[src/rtl/fp_add_pipe.sv]
// Three-stage pipelined IEEE-754 adder/subtractor with a valid/ready stream on each side.
// S1 unpacks the operands and aligns them, S2 adds and normalises, and S3 rounds, packs and drives the outputs.
// NaN and Inf results are decided in S1 and ride the pipe as an override of the arithmetic result.
module fp_add_pipe #(
    parameter int EXP_W = 5,
    parameter int MAN_W = 10,
    parameter int TAG_W = 4
) (
    input  logic                   clk,
    input  logic                   rst,
    input  logic                   in_valid,
    output logic                   in_ready,
    input  logic [EXP_W+MAN_W:0]   in_a,
    input  logic [EXP_W+MAN_W:0]   in_b,
    input  logic                   in_sub,
    input  logic [TAG_W-1:0]       in_tag,
    output logic                   out_valid,
    input  logic                   out_ready,
    output logic [EXP_W+MAN_W:0]   out_sum,
    output logic [TAG_W-1:0]       out_tag,
    output logic [3:0]             out_flags
);
    localparam int W  = EXP_W + MAN_W + 1;
    localparam int MW = MAN_W + 4;                  // hidden, frac, guard, round, sticky
    localparam logic [EXP_W-1:0] EXP_ONES = '1;
    localparam logic [W-1:0] QNAN = {1'b0, EXP_ONES, 1'b1, {(MAN_W-1){1'b0}}};

    // stage valids, handshake and pipeline registers
    logic s1_valid_q, s1_valid_d, s2_valid_q, s2_valid_d, out_valid_q, out_valid_d;
    logic ready1, ready2, ready3, load1, load2, load3;

    logic             s1_sign_q, s1_sign_d, s1_eff_sub_q, s1_eff_sub_d;
    logic [EXP_W-1:0] s1_exp_q, s1_exp_d;
    logic [MW-1:0]    s1_big_q, s1_big_d, s1_sml_q, s1_sml_d;
    logic             s1_spec_q, s1_spec_d, s1_inv_q, s1_inv_d;
    logic [W-1:0]     s1_spec_val_q, s1_spec_val_d;
    logic [TAG_W-1:0] s1_tag_q, s1_tag_d;

    logic             s2_sign_q, s2_sign_d;
    logic [EXP_W:0]   s2_exp_q, s2_exp_d;
    logic [MW-1:0]    s2_m_q, s2_m_d;
    logic             s2_spec_q, s2_spec_d, s2_inv_q, s2_inv_d;
    logic [W-1:0]     s2_spec_val_q, s2_spec_val_d;
    logic [TAG_W-1:0] s2_tag_q, s2_tag_d;

    logic [W-1:0]     out_sum_q, out_sum_d;
    logic [TAG_W-1:0] out_tag_q, out_tag_d;
    logic [3:0]       out_flags_q, out_flags_d;

    // each stage can take new data when it is empty or is draining this cycle
    always_comb begin
        ready3      = !out_valid_q || out_ready;
        ready2      = !s2_valid_q || ready3;
        ready1      = !s1_valid_q || ready2;
        load1       = in_valid && ready1;
        load2       = s1_valid_q && ready2;
        load3       = s2_valid_q && ready3;
        s1_valid_d  = ready1 ? in_valid : s1_valid_q;
        s2_valid_d  = ready2 ? s1_valid_q : s2_valid_q;
        out_valid_d = ready3 ? s2_valid_q : out_valid_q;
    end

    assign in_ready  = ready1;
    assign out_valid = out_valid_q;
    assign out_sum   = out_sum_q;
    assign out_tag   = out_tag_q;
    assign out_flags = out_flags_q;

    // S1: classify the operands, swap so the larger magnitude is first, and align the smaller one
    logic             a_sign, b_sign, a_nan, b_nan, a_inf, b_inf, a_snan, b_snan, a_big, inf_clash;
    logic [EXP_W-1:0] a_exp, b_exp, a_eexp, b_eexp, sml_e, diff;
    logic [MAN_W-1:0] a_frac, b_frac;
    logic [MAN_W:0]   a_man, b_man, sml_m;
    logic [2*MW-1:0]  sml_wide;
    always_comb begin
        a_sign = in_a[W-1];
        b_sign = in_b[W-1] ^ in_sub;
        a_exp  = in_a[W-2:MAN_W];
        b_exp  = in_b[W-2:MAN_W];
        a_frac = in_a[MAN_W-1:0];
        b_frac = in_b[MAN_W-1:0];
        a_nan  = (a_exp == EXP_ONES) && (a_frac != '0);
        b_nan  = (b_exp == EXP_ONES) && (b_frac != '0);
        a_inf  = (a_exp == EXP_ONES) && (a_frac == '0);
        b_inf  = (b_exp == EXP_ONES) && (b_frac == '0);
        a_snan = a_nan && !a_frac[MAN_W-1];
        b_snan = b_nan && !b_frac[MAN_W-1];
        // subnormals sit at effective exponent 1 with no hidden bit
        a_eexp = (a_exp == '0) ? EXP_W'(1) : a_exp;
        b_eexp = (b_exp == '0) ? EXP_W'(1) : b_exp;
        a_man  = {a_exp != '0, a_frac};
        b_man  = {b_exp != '0, b_frac};
        // raw {exp, frac} orders magnitudes correctly, subnormals included
        a_big  = in_a[W-2:0] >= in_b[W-2:0];

        s1_sign_d    = a_big ? a_sign : b_sign;
        s1_exp_d     = a_big ? a_eexp : b_eexp;
        s1_big_d     = {(a_big ? a_man : b_man), 3'b000};
        sml_e        = a_big ? b_eexp : a_eexp;
        sml_m        = a_big ? b_man : a_man;
        s1_eff_sub_d = a_sign ^ b_sign;
        diff         = s1_exp_d - sml_e;
        // the low half of the wide shift collects every bit that falls off into sticky
        sml_wide     = {sml_m, 3'b000, {MW{1'b0}}} >> diff;
        if (diff >= EXP_W'(MW)) begin
            s1_sml_d = {{(MW-1){1'b0}}, |sml_m};
        end else begin
            s1_sml_d = {sml_wide[2*MW-1:MW+1], sml_wide[MW] | (|sml_wide[MW-1:0])};
        end

        inf_clash = a_inf && b_inf && (a_sign != b_sign);
        s1_spec_d = a_nan || b_nan || a_inf || b_inf;
        s1_inv_d  = a_snan || b_snan || inf_clash;
        if (a_nan || b_nan || inf_clash) begin
            s1_spec_val_d = QNAN;
        end else if (a_inf) begin
            s1_spec_val_d = {a_sign, EXP_ONES, {MAN_W{1'b0}}};
        end else begin
            s1_spec_val_d = {b_sign, EXP_ONES, {MAN_W{1'b0}}};
        end
        s1_tag_d = in_tag;
    end

    // S2: add or subtract the magnitudes, then normalise without dropping below exponent 1
    logic [MW:0]    sum;
    logic [EXP_W:0] lzc, max_sh, sh;
    always_comb begin
        if (s1_eff_sub_q) begin
            sum = {1'b0, s1_big_q} - {1'b0, s1_sml_q};
        end else begin
            sum = {1'b0, s1_big_q} + {1'b0, s1_sml_q};
        end
        lzc = (EXP_W+1)'(MW);
        for (int i = 0; i < MW; i++) begin
            if (sum[i]) lzc = (EXP_W+1)'(MW - 1 - i);
        end
        max_sh = {1'b0, s1_exp_q} - (EXP_W+1)'(1);
        sh     = (lzc < max_sh) ? lzc : max_sh;
        if (sum[MW]) begin
            s2_m_d   = {sum[MW:2], sum[1] | sum[0]};
            s2_exp_d = {1'b0, s1_exp_q} + (EXP_W+1)'(1);
        end else begin
            s2_m_d   = sum[MW-1:0] << sh;
            s2_exp_d = {1'b0, s1_exp_q} - sh;
        end
        // an exact cancellation is +0; zero plus zero of the same sign keeps that sign
        s2_sign_d     = (s1_eff_sub_q && (sum == '0)) ? 1'b0 : s1_sign_q;
        s2_spec_d     = s1_spec_q;
        s2_inv_d      = s1_inv_q;
        s2_spec_val_d = s1_spec_val_q;
        s2_tag_d      = s1_tag_q;
    end

    // S3: round to nearest even, pack, and raise the exception flags
    logic [MAN_W+1:0] rm;
    logic [EXP_W:0]   re;
    logic             inexact, rnd_up, tiny;
    always_comb begin
        inexact = s2_m_q[2] | s2_m_q[1] | s2_m_q[0];
        rnd_up  = s2_m_q[2] & (s2_m_q[1] | s2_m_q[0] | s2_m_q[3]);
        rm      = {1'b0, s2_m_q[MW-1:3]} + (MAN_W+2)'(rnd_up);
        re      = s2_exp_q;
        if (rm[MAN_W+1]) begin
            rm = rm >> 1;
            re = re + (EXP_W+1)'(1);
        end
        // no hidden bit after rounding means the result is subnormal, so the exp field is 0
        tiny        = !rm[MAN_W];
        out_sum_d   = {s2_sign_q, (tiny ? {EXP_W{1'b0}} : re[EXP_W-1:0]), rm[MAN_W-1:0]};
        out_flags_d = {1'b0, 1'b0, tiny && inexact, inexact};
        if (re >= {1'b0, EXP_ONES}) begin
            out_sum_d   = {s2_sign_q, EXP_ONES, {MAN_W{1'b0}}};
            out_flags_d = 4'b0101;
        end
        if (s2_spec_q) begin
            out_sum_d   = s2_spec_val_q;
            out_flags_d = {s2_inv_q, 3'b000};
        end
        out_tag_d = s2_tag_q;
    end

    // control and output registers, cleared by reset
    always_ff @(posedge clk) begin
        if (rst) begin
            s1_valid_q  <= 1'b0;
            s2_valid_q  <= 1'b0;
            out_valid_q <= 1'b0;
            out_sum_q   <= '0;
            out_tag_q   <= '0;
            out_flags_q <= '0;
        end else begin
            s1_valid_q  <= s1_valid_d;
            s2_valid_q  <= s2_valid_d;
            out_valid_q <= out_valid_d;
            if (load3) begin
                out_sum_q   <= out_sum_d;
                out_tag_q   <= out_tag_d;
                out_flags_q <= out_flags_d;
            end
        end
    end

    // datapath registers in S1 and S2; they only matter while their stage is valid
    always_ff @(posedge clk) begin
        if (load1) begin
            s1_sign_q     <= s1_sign_d;
            s1_eff_sub_q  <= s1_eff_sub_d;
            s1_exp_q      <= s1_exp_d;
            s1_big_q      <= s1_big_d;
            s1_sml_q      <= s1_sml_d;
            s1_spec_q     <= s1_spec_d;
            s1_inv_q      <= s1_inv_d;
            s1_spec_val_q <= s1_spec_val_d;
            s1_tag_q      <= s1_tag_d;
        end
        if (load2) begin
            s2_sign_q     <= s2_sign_d;
            s2_exp_q      <= s2_exp_d;
            s2_m_q        <= s2_m_d;
            s2_spec_q     <= s2_spec_d;
            s2_inv_q      <= s2_inv_d;
            s2_spec_val_q <= s2_spec_val_d;
            s2_tag_q      <= s2_tag_d;
        end
    end

endmodule
[config.mk]
export PLATFORM = sky130hd
export DESIGN_NAME = fp_add_pipe
export DESIGN_NICKNAME = d
export VERILOG_FILES = /design/src/rtl/fp_add_pipe.sv
export SDC_FILE = /design/constraint.sdc
export NUM_CORES = 1
export LEC_CHECK = 0
export BUFFER_PORTS_ARGS = -buffer_cell sky130_fd_sc_hd__buf_4
export CELL_PAD_IN_SITES_DETAIL_PLACEMENT = 0
export CELL_PAD_IN_SITES_GLOBAL_PLACEMENT = 1
export CORE_ASPECT_RATIO = 1.2
export CORE_MARGIN = 2
export CORE_UTILIZATION = 35
export CTS_BUF_LIST = sky130_fd_sc_hd__clkbuf_16
export DETAILED_ROUTE_END_ITERATION = 6
export MAX_ROUTING_LAYER = met4
export PLACE_DENSITY_LB_ADDON = 0.08
export SETUP_SLACK_MARGIN = 0.3
export SLEW_MARGIN = 20
export SYNTH_ARGS = -nofsm -noshare
export SYNTH_HDL_FRONTEND = slang
export SYNTH_SLANG_ARGS = --single-unit
[constraint.sdc]
create_clock -name clk -period 9.47 [get_ports clk]
set_clock_uncertainty 0.05 [all_clocks]
set_input_delay 2.3675 -clock clk [delete_from_list [all_inputs] [get_ports clk]]
set_output_delay 2.3675 -clock clk [all_outputs]
set_load 0.03 [all_outputs]
* After elaboration in Yosys (flattened, before gate mapping)
Index checks and enable logic that the tools add are counted. W data, S select, Z words.
Word-level totals: bits in registers 124, output and inout port bits 26, input port bits 41, word-level logic and storage cells 123
Cells by class: bitwise logic cells 9, shift-type cells 2, add/sub/neg operators 8, $lt $le $gt $ge 4, mux-type cells 34, reductions and logical operators 39, equality and inequality tests 3
Operators by type and width (number):
- $mux W6 | 16
- $mux W11 | 3
- $mux W16 | 2
- $mux W15 | 2
- $shr A28 B5 Y28 | 1
- $mux W5 | 5
- $logic_not A10 Y1 | 2
- $reduce_bool A10 Y1 | 2
- $add A14 B14 Y15 | 1
- $ge A15 B15 Y1 | 1
- $logic_not A15 Y1 | 1
- $sub A14 B14 Y15 | 1
- $reduce_or A14 Y1 | 1
- $shl A14 B6 Y14 | 1
- $logic_and A1 B1 Y1 | 13
- $mux W13 | 1
- $add A11 B1 Y12 | 1
- $reduce_or A11 Y1 | 1
- $eq A5 B5 Y1 const B | 2
- $logic_not A5 Y1 | 2
- $reduce_bool A5 Y1 | 2
- $logic_or A1 B1 Y1 | 9
- $add A5 B1 Y6 const B | 1
- $add A6 B1 Y6 const B | 1
- 15 further kinds | 27

* Longest topological paths before layout
Gate-level depths: netlist (run 1).
depth after elaboration 20, mapped depth 28, depth with buffers taken out 26

* Worst setup path after synthesis (run 1)
No wires, ideal clock.
kind input -> register, from input in_b[1], to register s1_sml_q[0] (data pin), path buffers 4, stages on the path 20, setup slack 1.944 ns, library setup time 0.254 ns, data arrival time 7.222 ns, data required time 9.166 ns, cell sequence inv_1 > ha_1 > and4_1 > a41o_1 > a21o_1 > a21o_1 > a21oi_1 > nor2b_1 > o32ai_2 > buf_2 > clkbuf_1 > clkbuf_1 > a21oi_1 > ha_1 > clkbuf_1 > mux4_2 > mux4_2 > nor4_1 > a31oi_1 > o21a_1
Between the ends: cells in the longest elaborated chain, start to end 7, elaborated cells between the ends (all ways) 11, classes of those cells 1 x add/sub; 2 x order compare; 1 x shift; 4 x mux; 1 x bitwise; 2 x reduce/logical
RTL lines:
- start, declared | line 14 | input logic [EXP_W+MAN_W:0] in_b,
- $ge A15 B15 Y1 | line 94 | a_big = in_a[W-2:0] >= in_b[W-2:0];
- $mux W5, on equally long branches | line 97, 99
- $sub A5 B5 Y5 | line 102 | diff = s1_exp_d - sml_e;
- $shr A28 B5 Y28 | line 104 | sml_wide = {sml_m, 3'b000, {MW{1'b0}}} >> diff;
- $reduce_or A14 Y1 | line 108 | s1_sml_d = {sml_wide[2*MW-1:MW+1], sml_wide[MW] | (|sml_wide[MW-1:0])};
- $or A1 B1 Y1 | line 108
- $mux W1 * | line 105 | if (diff >= EXP_W'(MW)) begin
- named net s1_sml_d[0] | line 34 | logic [MW-1:0] s1_big_q, s1_big_d, s1_sml_q, s1_sml_d;
- end signal, assigned | line 210 | s1_sml_q <= s1_sml_d;
- end, declared | line 34
The timed path passes the listed nets; every way through them passes the cells marked *. A chain may end at the register's enable or synchronous reset.

* Worst setup path in the final report (run 1)
from input in_b[1], to register s1_sml_q[0] (data pin)
Between the ends: cells in the longest elaborated chain, start to end 7, elaborated cells between the ends (all ways) 11, classes of those cells 1 x add/sub; 2 x order compare; 1 x shift; 4 x mux; 1 x bitwise; 2 x reduce/logical
RTL lines:
- $ge A15 B15 Y1 * | line 94
- $mux W5 * | line 97 | s1_exp_d = a_big ? a_eexp : b_eexp;
- named net s1_exp_d[1] | line 33 | logic [EXP_W-1:0] s1_exp_q, s1_exp_d;
- $sub A5 B5 Y5 * | line 102
- $shr A28 B5 Y28 | line 104
- $reduce_or A14 Y1 | line 108
- $or A1 B1 Y1 | line 108
- $mux W1 * | line 105
- named net s1_sml_d[0] | line 34
Marks and branches as above.

==> summary.md, run 1 <==
| Metric | Value |
|---|---|
| R2r setup slk | ~3 ns |
| DP HPWL | roughly 17,000 µm |
| Crit. path cell count | 18 |
| Synth Register Bits | 96 |
| Synth Area per Inst | 9.34 µm² |
| Pre-CTS setup slack | 1.73 ns |
| Cts repair resizes | 0 |
| Core area | 22,400 µm² |
| Overall routing resource usage | 18.8% |
| Synthesis Warnings | 0 |
| Initial antenna violation count | 0 |
| Largest net degree at the start of global routing | a little over 40 |
| Crit-path max FO | 18 |
| # DRC | 0 |
| Clk buf depth | 2 |
| Number of H-tree levels | 3 |
| R2r worst-path depth | 23 |
| Clk slew on worst S/H paths | 0.07 ns |
| Minimum clock period | 7.38 ns |
| Clock sink count | 96 |
| Most numerous cell in the Yosys netlist | nor2_1 |
| Fin Setup TNS | 0 ns |
| Worst EP arrival | about 7.4 ns |
| Post-synthesis cell type count | between 90 and 100 |
| Total CTS buffers | 9 |
| Required @ worst endpoint | ~9.5 ns |
| Synthesized instance count | ~850 |
| Slew Limit Headroom | 25.9% |
| CP startpoint | in_b[1] |
| Fillers | between 2,000 and 2,500 |
| CP Class | in -> reg |
| Pwr dens | 276 nW/µm² |
| Critical-path top delay cell | xor2_1 |
| Max Cap Violations | 0 |
| Die area | 24,000 µm² |
| Post-synth net total | around 950 |
| Clock latency on the worst-skew pair | 0.36 ns |
| Top cells by count, synth | 83 x nor2_1, 69 x edfxtp_1, 61 x a21oi_1 |
| Worst-Margin Slew | 1.11 ns |
| Worst setup margin | 2.09 ns |
| Setup bufs post-CTS | 0 |
| Vias in the first global route | 6,605 |
| Startpoint types | primary input |
| DR iter-0 viols | 308 |
| Via-to-Cell Ratio | roughly 5.5 |
| Pleak | ~3.6 nW |
| Area grow syn2layout | 13.0% |
| Routed WL | 21,500 µm |
| Via count | 6,511 |
| Ranking of synthesized cells by area | edfxtp_1 26%, ha_1 8.2%, dfxtp_1 6.8% |
| Final GP Congestion | roughly 0.91 |
| Setup violations, final | 0 |
| Top_reg_cell synth | edfxtp_1 |
| Antenna viol nets, final | 0 |
| Die Ht | 169 µm |
| Hold Vio Cnt, Final | 0 |
| Critical-path cell list | buf_4, inv_1, ha_1, and4_1, a41o_1, a21o_1, a21o_1, a21oi_1, nor2b_1, o32ai_4, mux2_2, fa_1, xor2_1, mux2i_1, mux2i_1, nor4_1, a31oi_1, o21a_1 |
| CTS tree | yes |
| Critical Path Sink | s1_sml_q[0] |
| Die X | between 100 and 150 µm |
| Period Utilization, post-route | 77.9% |
| Largest stage delay, worst path | 0.91 ns |
| Post-synthesis sequential area ratio | 32.8% |
| Cell family with most CP delay | compound AO/OA/AOI/OAI gates |
| EDFF count, synth | slightly below 70 |
| Capturing point of the worst reg2reg path | s2_exp_q[5] |
| I/O Pins | 67 |
| DR WL/cell | 18.2 µm |
| Starting Density | 35.6% |
| Synth area leader | edfxtp_1 |
| Unrepaired setup endpoints after global routing | false |
| Mapped Area | between 7000 and 8000 µm² |
| Layout cells sized above 1 | 17.5% |
| Final std cells w/o fill | roughly 1,200 |
| Worst Path Buf+Inv | 2 |
| Max IR drop VDD | 0.000105 V |
| Ys async rst share | 0% |
| Reg-to-Reg Start | s1_big_q[3] |
| Global-route wire length before repair | 34,700 µm |
| Area share of the largest cell type after synthesis | 26.0% |
| Diode count | 0 |
| Slew Limit Fails | 0 |
| Nets | a little under 1,000 |
| CTS root buf | clkbuf_16 |
| Min-delay worst type | reg -> reg |
| Hold Buf Count CTS | 0 |
| Post-Place Cells | between 1,000 and 1,500 |
| Remaining Overflow, GRT | 0 |
| Port Buffer Count | 66 |
| Status | completed |
| Detailed Routing Iterations Pass 1 | 5 |
| Fmax achieved | roughly 140 MHz |
| Std cell rows | 60 |
| Crit end category | flop |
## area by class of cell
cell class | instances | area, µm² | share of cell area [%]
multi-input combinational | 662 | 4990 | 55.4
timing repair buffer | 74 | 556 | 6.17
inverter | 50 | 188 | 2.09
sequential | 96 | 2610 | 29.0
clock inverter | 7 | 78.8 | 0.876
clock buffer | 9 | 225 | 2.50
tap | 279 | 349 | 3.88
## worst min-delay path by stage
stage / from / to / depth (start not counted)
after floorplan: s1_tag_q[0] / out_tag_d[0] / 0
after detailed placement: s1_tag_q[3] / out_tag_d[3] / 0
after CTS: s1_spec_val_q[9] / s2_spec_val_q[9] / 0
after global routing: s1_spec_q / s2_spec_q / 0
final: s1_spec_val_q[15] / s2_spec_val_q[15] / 0
after global placement: s1_spec_val_q[15] / s2_spec_val_q[15] / 0
## report_power, final
| group | switching, mW | internal [mW] | total, mW |
|---|---|---|---|
| registers | 0.0588 | 0.559 | 0.618 |
| logic | 0.884 | 0.610 | 1.49 |
| clock network | 0.181 | 0.189 | 0.370 |
## per-layer routing
layer / vias up / part of all wire (%) / track usage, %
met5: - / 0 / -
met2: 97 / 54 / 35.1
li1: 3251 / - / -
met3: 28 / 2.6 / 2.60
met4: 0 / 2.9 / 6.83
met1: 3135 / 40 / 20.3
## registers in the layout, summed over array words and instances, names as in the netlist, 2 cells and up
name,flops
s1_sml_q,14
s1_big_q,11
s1_tag_q,4
s1_spec_val_q,2
out_flags,4
out_sum,16
s2_m_q,14
s1_exp_q,5
out_tag_d,4
out_tag,4
s2_exp_q,6
s2_spec_val_q,2
## through the flow
stage | total power [mW] | hold WS [ns] | utilization (%) | cell area, µm²
6_report | 2.48 | 0.372 | 40.2 | 9000
5_1_grt | 2.67 | 0.382 | 40.2 | 9000
4_1_cts | 2.50 | 0.375 | 40.2 | 8980
3_5_place_dp | 2.12 | 0.355 | 38.8 | 8680
3_3_place_gp | 2.11 | 0.357 | 38.8 | 8680
2_1_floorplan | 1.79 | 0.350 | - | 7960
## layout by cell type (no fill, tap or decap), drive strengths merged, types with 4 or more instances in the layout
cell | netlist | layout
nor2 | 83 | 83
buf | 21 | 74
edfxtp | 69 | 69
a21oi | 62 | 62
inv | 50 | 55
nand2 | 53 | 53
ha | 52 | 52
o21ai | 35 | 35
mux2i | 31 | 31
nand3 | 30 | 30
dfxtp | 27 | 27
nor3 | 25 | 25
mux2 | 23 | 23
xnor2 | 22 | 22
xor2 | 18 | 18
a21o | 16 | 16
o21a | 15 | 15
nand2b | 13 | 13
nor2b | 13 | 13
mux4 | 12 | 12
nand4 | 11 | 11
a22oi | 11 | 11
and2 | 10 | 10
o211ai | 10 | 10
nor4 | 9 | 9
clkbuf | 23 | 9
a31oi | 9 | 9
and3 | 8 | 8
a211oi | 6 | 6
o22ai | 5 | 5
o21bai | 4 | 4
nor3b | 4 | 4
o31ai | 4 | 4
o32ai | 4 | 4
a311oi | 4 | 4
o311ai | 4 | 4
## worst reg2reg max path, delay by kind of cell (launching register included)
family                   cells  cell delay (ns)
AO/OA/AOI/OAI               10             2.66
XOR/XNOR                     2             0.24
adder cells (fa/ha/maj)      4             1.28
flip-flops                   1             0.41
AND/OR/NAND/NOR              7             1.49
## cell families after synthesis
| group | synth area share [%] |
|---|---|
| compound gates | 20.8 |
| xor+xnor | 4.40 |
| fa+ha+maj | 8.93 |
| buf+inv | 5.09 |
| flops | 32.8 |
| mux | 10.6 |
| simple gates | 17.4 |
No activity file was read; power rests on OpenSTA's default activity.
==> run 2: changes to the inputs <==
==> constraint.sdc (replaced) <==
create_clock -name clk -period 5.91 [get_ports clk]
set_clock_uncertainty 0.05 [all_clocks]
set_input_delay 1.4775 -clock clk [delete_from_list [all_inputs] [get_ports clk]]
set_output_delay 1.4775 -clock clk [all_outputs]
set_load 0.03 [all_outputs]
==> summary.md, run 2 (synthesized netlist as in run 1, its figures left out) <==
| Metric | Value |
|---|---|
| Total CTS buffers | 9 (unchanged) |
| Pre-CTS setup slack | 0.0372 ns (-1.69 ns) |
| Clock latency on the worst-skew pair | 0.36 ns (about the same) |
| CTS root buf | clkbuf_16 |
| Crit-path max FO | 4 (-14) |
| Diode count | 0 (unchanged) |
| Detailed Routing Iterations Pass 1 | 4 (-1) |
| Capturing point of the worst reg2reg path | s2_exp_q[5] |
| Worst setup margin | 0.522 ns (-1.57 ns) |
| Starting Density | 35.6% (unchanged) |
| Worst EP arrival | 5.44 ns (-2.00 ns) |
| Slew Limit Headroom | 37.6% (+12 points) |
| Die area | 24,000 µm² (unchanged) |
| Port Buffer Count | 66 (unchanged) |
| Commonest non-fill, non-tap cell in the layout | buf_4 |
| Via count | 6,680 (+2.6%) |
| Number of H-tree levels | 3 (unchanged) |
| Die X | 142 µm (unchanged) |
| Min-delay worst type | reg -> reg |
| Slew Limit Fails | 0 (unchanged) |
| Die Ht | 169 µm (unchanged) |
| Fin Setup TNS | 0 ns (unchanged) |
| Max IR drop VDD | 0.000195 V (+85%) |
| Vias in the first global route | 6,839 (+3.5%) |
| Placed cell area | 9090 µm² (+4.8%) |
| Pleak | 3.79 nW (+6.4%) |
| Final GP Congestion | 0.858 (-5.2%) |
| Pwr dens | 447 nW/µm² (+62%) |
| DP HPWL | 17,700 µm (+3.3%) |
| Minimum clock period | 5.39 ns |
| Setup violations, final | 0 (unchanged) |
| Clk buf depth | 2 (unchanged) |
| Max Cap Violations | 0 (unchanged) |
| Hold Vio Cnt, Final | 0 (unchanged) |
| DR iter-0 viols | 273 (-11%) |
| Fillers | 2,205 (-2.0%) |
| Design Area, Final | 9630 µm² (+7.0%) |
| Nets | 1,031 (+4.2%) |
| Crit end category | flop |
| Core area | 22,400 µm² (unchanged) |
| Worst-Margin Slew | 0.934 ns (-0.175 ns) |
| CTS tree | yes |
| Global-route wire length before repair | 35,500 µm (+2.6%) |
| Max reg flops | 16 (unchanged) |
| Remaining Overflow, GRT | 0 (unchanged) |
| R2r worst-path depth | 24 (+4.3%) |
| Antenna viol nets, final | 0 (unchanged) |
| Clk slew on worst S/H paths | 0.08 ns (about the same) |
| Unrepaired setup endpoints after global routing | false |
| Required @ worst endpoint | 5.97 ns (-3.56 ns) |
| R2r setup slk | 0.52 ns (-2.57 ns) |
| DR WL/cell | 17.9 µm (-2.0%) |
| Fmax achieved | 186 MHz |
| Critical Path Sink | s2_exp_q[5] |
| Final std cells w/o fill | 1,219 (+3.6%) |
| Initial antenna violation count | 0 (unchanged) |
| # DRC | 0 (unchanged) |
| Layout cells sized above 1 | 25.1% (+7.6 points) |
| Largest net degree at the start of global routing | 41 (unchanged) |
| CP Class | reg -> reg |
| Hold Buf Count CTS | 0 (unchanged) |
| Clock sink count | 96 (unchanged) |
| Via-to-Cell Ratio | 5.48 (-0.94%) |
| Startpoint types | flop |
| Std cell rows | 60 (unchanged) |
| Most frequent cells in the layout | 114 x buf_4, 83 x nor2_1, 69 x edfxtp_1, 56 x a21oi_1, 52 x nand2_1 |
| Period Utilization, post-route | 91.2% |
| Post-Place Cells | 1,196 (+3.0%) |
| Area grow syn2layout | 20.9% |
| I/O Pins | 67 (unchanged) |
| Reg-to-Reg Start | s1_sml_q[3] |
| Routed WL | 21,800 µm (+1.5%) |
| Status | completed |
| Final hold slack | 0.361 ns (-0.0111 ns) |
| CP startpoint | s1_sml_q[3] |
| Overall routing resource usage | 19.2% (+0.41 points) |
run 2: changes by cell type in the layout (fill, tap and decap cells not counted), sizes merged:
cell,before,now
buf,74,116
clkinv,2,3
inv,55,54
run 2: cell type report:
class / instances / area (µm²) / area share, %
clock inverter: 7 / 86.3 / 0.897
timing repair buffer: 116 / 896 / 9.31
multi-input combinational: 662 / 5250 / 54.6
clock buffer: 9 / 225 / 2.34
tap: 279 / 349 / 3.63
inverter: 50 / 205 / 2.13
sequential: 96 / 2610 / 27.1
run 2: worst min path at each step:
stage / start / end / slack, ns / cells past startpoint
finish: s1_tag_q[2] / out_tag_d[2] / 0.36 / 0
floorplan: s1_tag_q[0] / out_tag_d[0] / 0.35 / 0
CTS: s1_spec_val_q[15] / s2_spec_val_q[15] / 0.36 / 0
detailed placement: s1_spec_val_q[15] / s2_spec_val_q[15] / 0.35 / 0
global route: s1_tag_q[2] / out_tag_d[2] / 0.37 / 0
global placement: s1_spec_val_q[15] / s2_spec_val_q[15] / 0.36 / 0
run 2: through the flow:
step | total power, mW | util (%)
6_report | 4.30 | 43.0
3_5_place_dp | 3.63 | 40.6
5_1_grt | 4.65 | 43.0
3_3_place_gp | 3.60 | 40.6
2_1_floorplan | 2.90 | -
4_1_cts | 4.27 | 42.3
run 2: routing by layer:
layer  wire, µm  global-route usage (%)
met5          0                       -
met2      12000                    36.0
met1       8660                    20.6
met3        439                    2.17
met4        723                    7.61
run 2: worst max-delay path: stages (launching register included):
cell and delay (ns):
edfxtp_1 0.40, ha_2 0.21, fa_2 0.34, a221o_1 0.38
a31oi_4 0.23, nor4_2 0.08, or4b_4 0.54, and2_4 0.18
nand4_1 0.10, nor2_1 0.07, ha_1 0.34, a21oi_2 0.09
nand2_1 0.10, nor2_1 0.06, a32o_1 0.27, a31o_1 0.21
a22o_4 0.29, xnor2_1 0.12, nor2_1 0.15, ha_1 0.25
a21o_1 0.19, a21oi_2 0.15, o21bai_1 0.07, a21oi_1 0.15
xnor2_1 0.08
run 2: timing repair:
| item | 4_1_cts | 5_1_grt |
|---|---|---|
| cloned | 0 | 0 |
| pin swaps | 5 | 13 |
| setup buffers | 2 | 5 |
| endpoints found under the setup margin | 2 | 16 |
| resized for setup | 6 | 21 |
run 2: power breakdown:
part           total (mW)  switching (mW)  internal (mW)  leakage (nW)
Combinational        2.72            1.51           1.21          2.76
Sequential          0.987          0.0910          0.896         0.878
Clock               0.596           0.293          0.304         0.151
Total                4.30            1.89           2.41          3.79
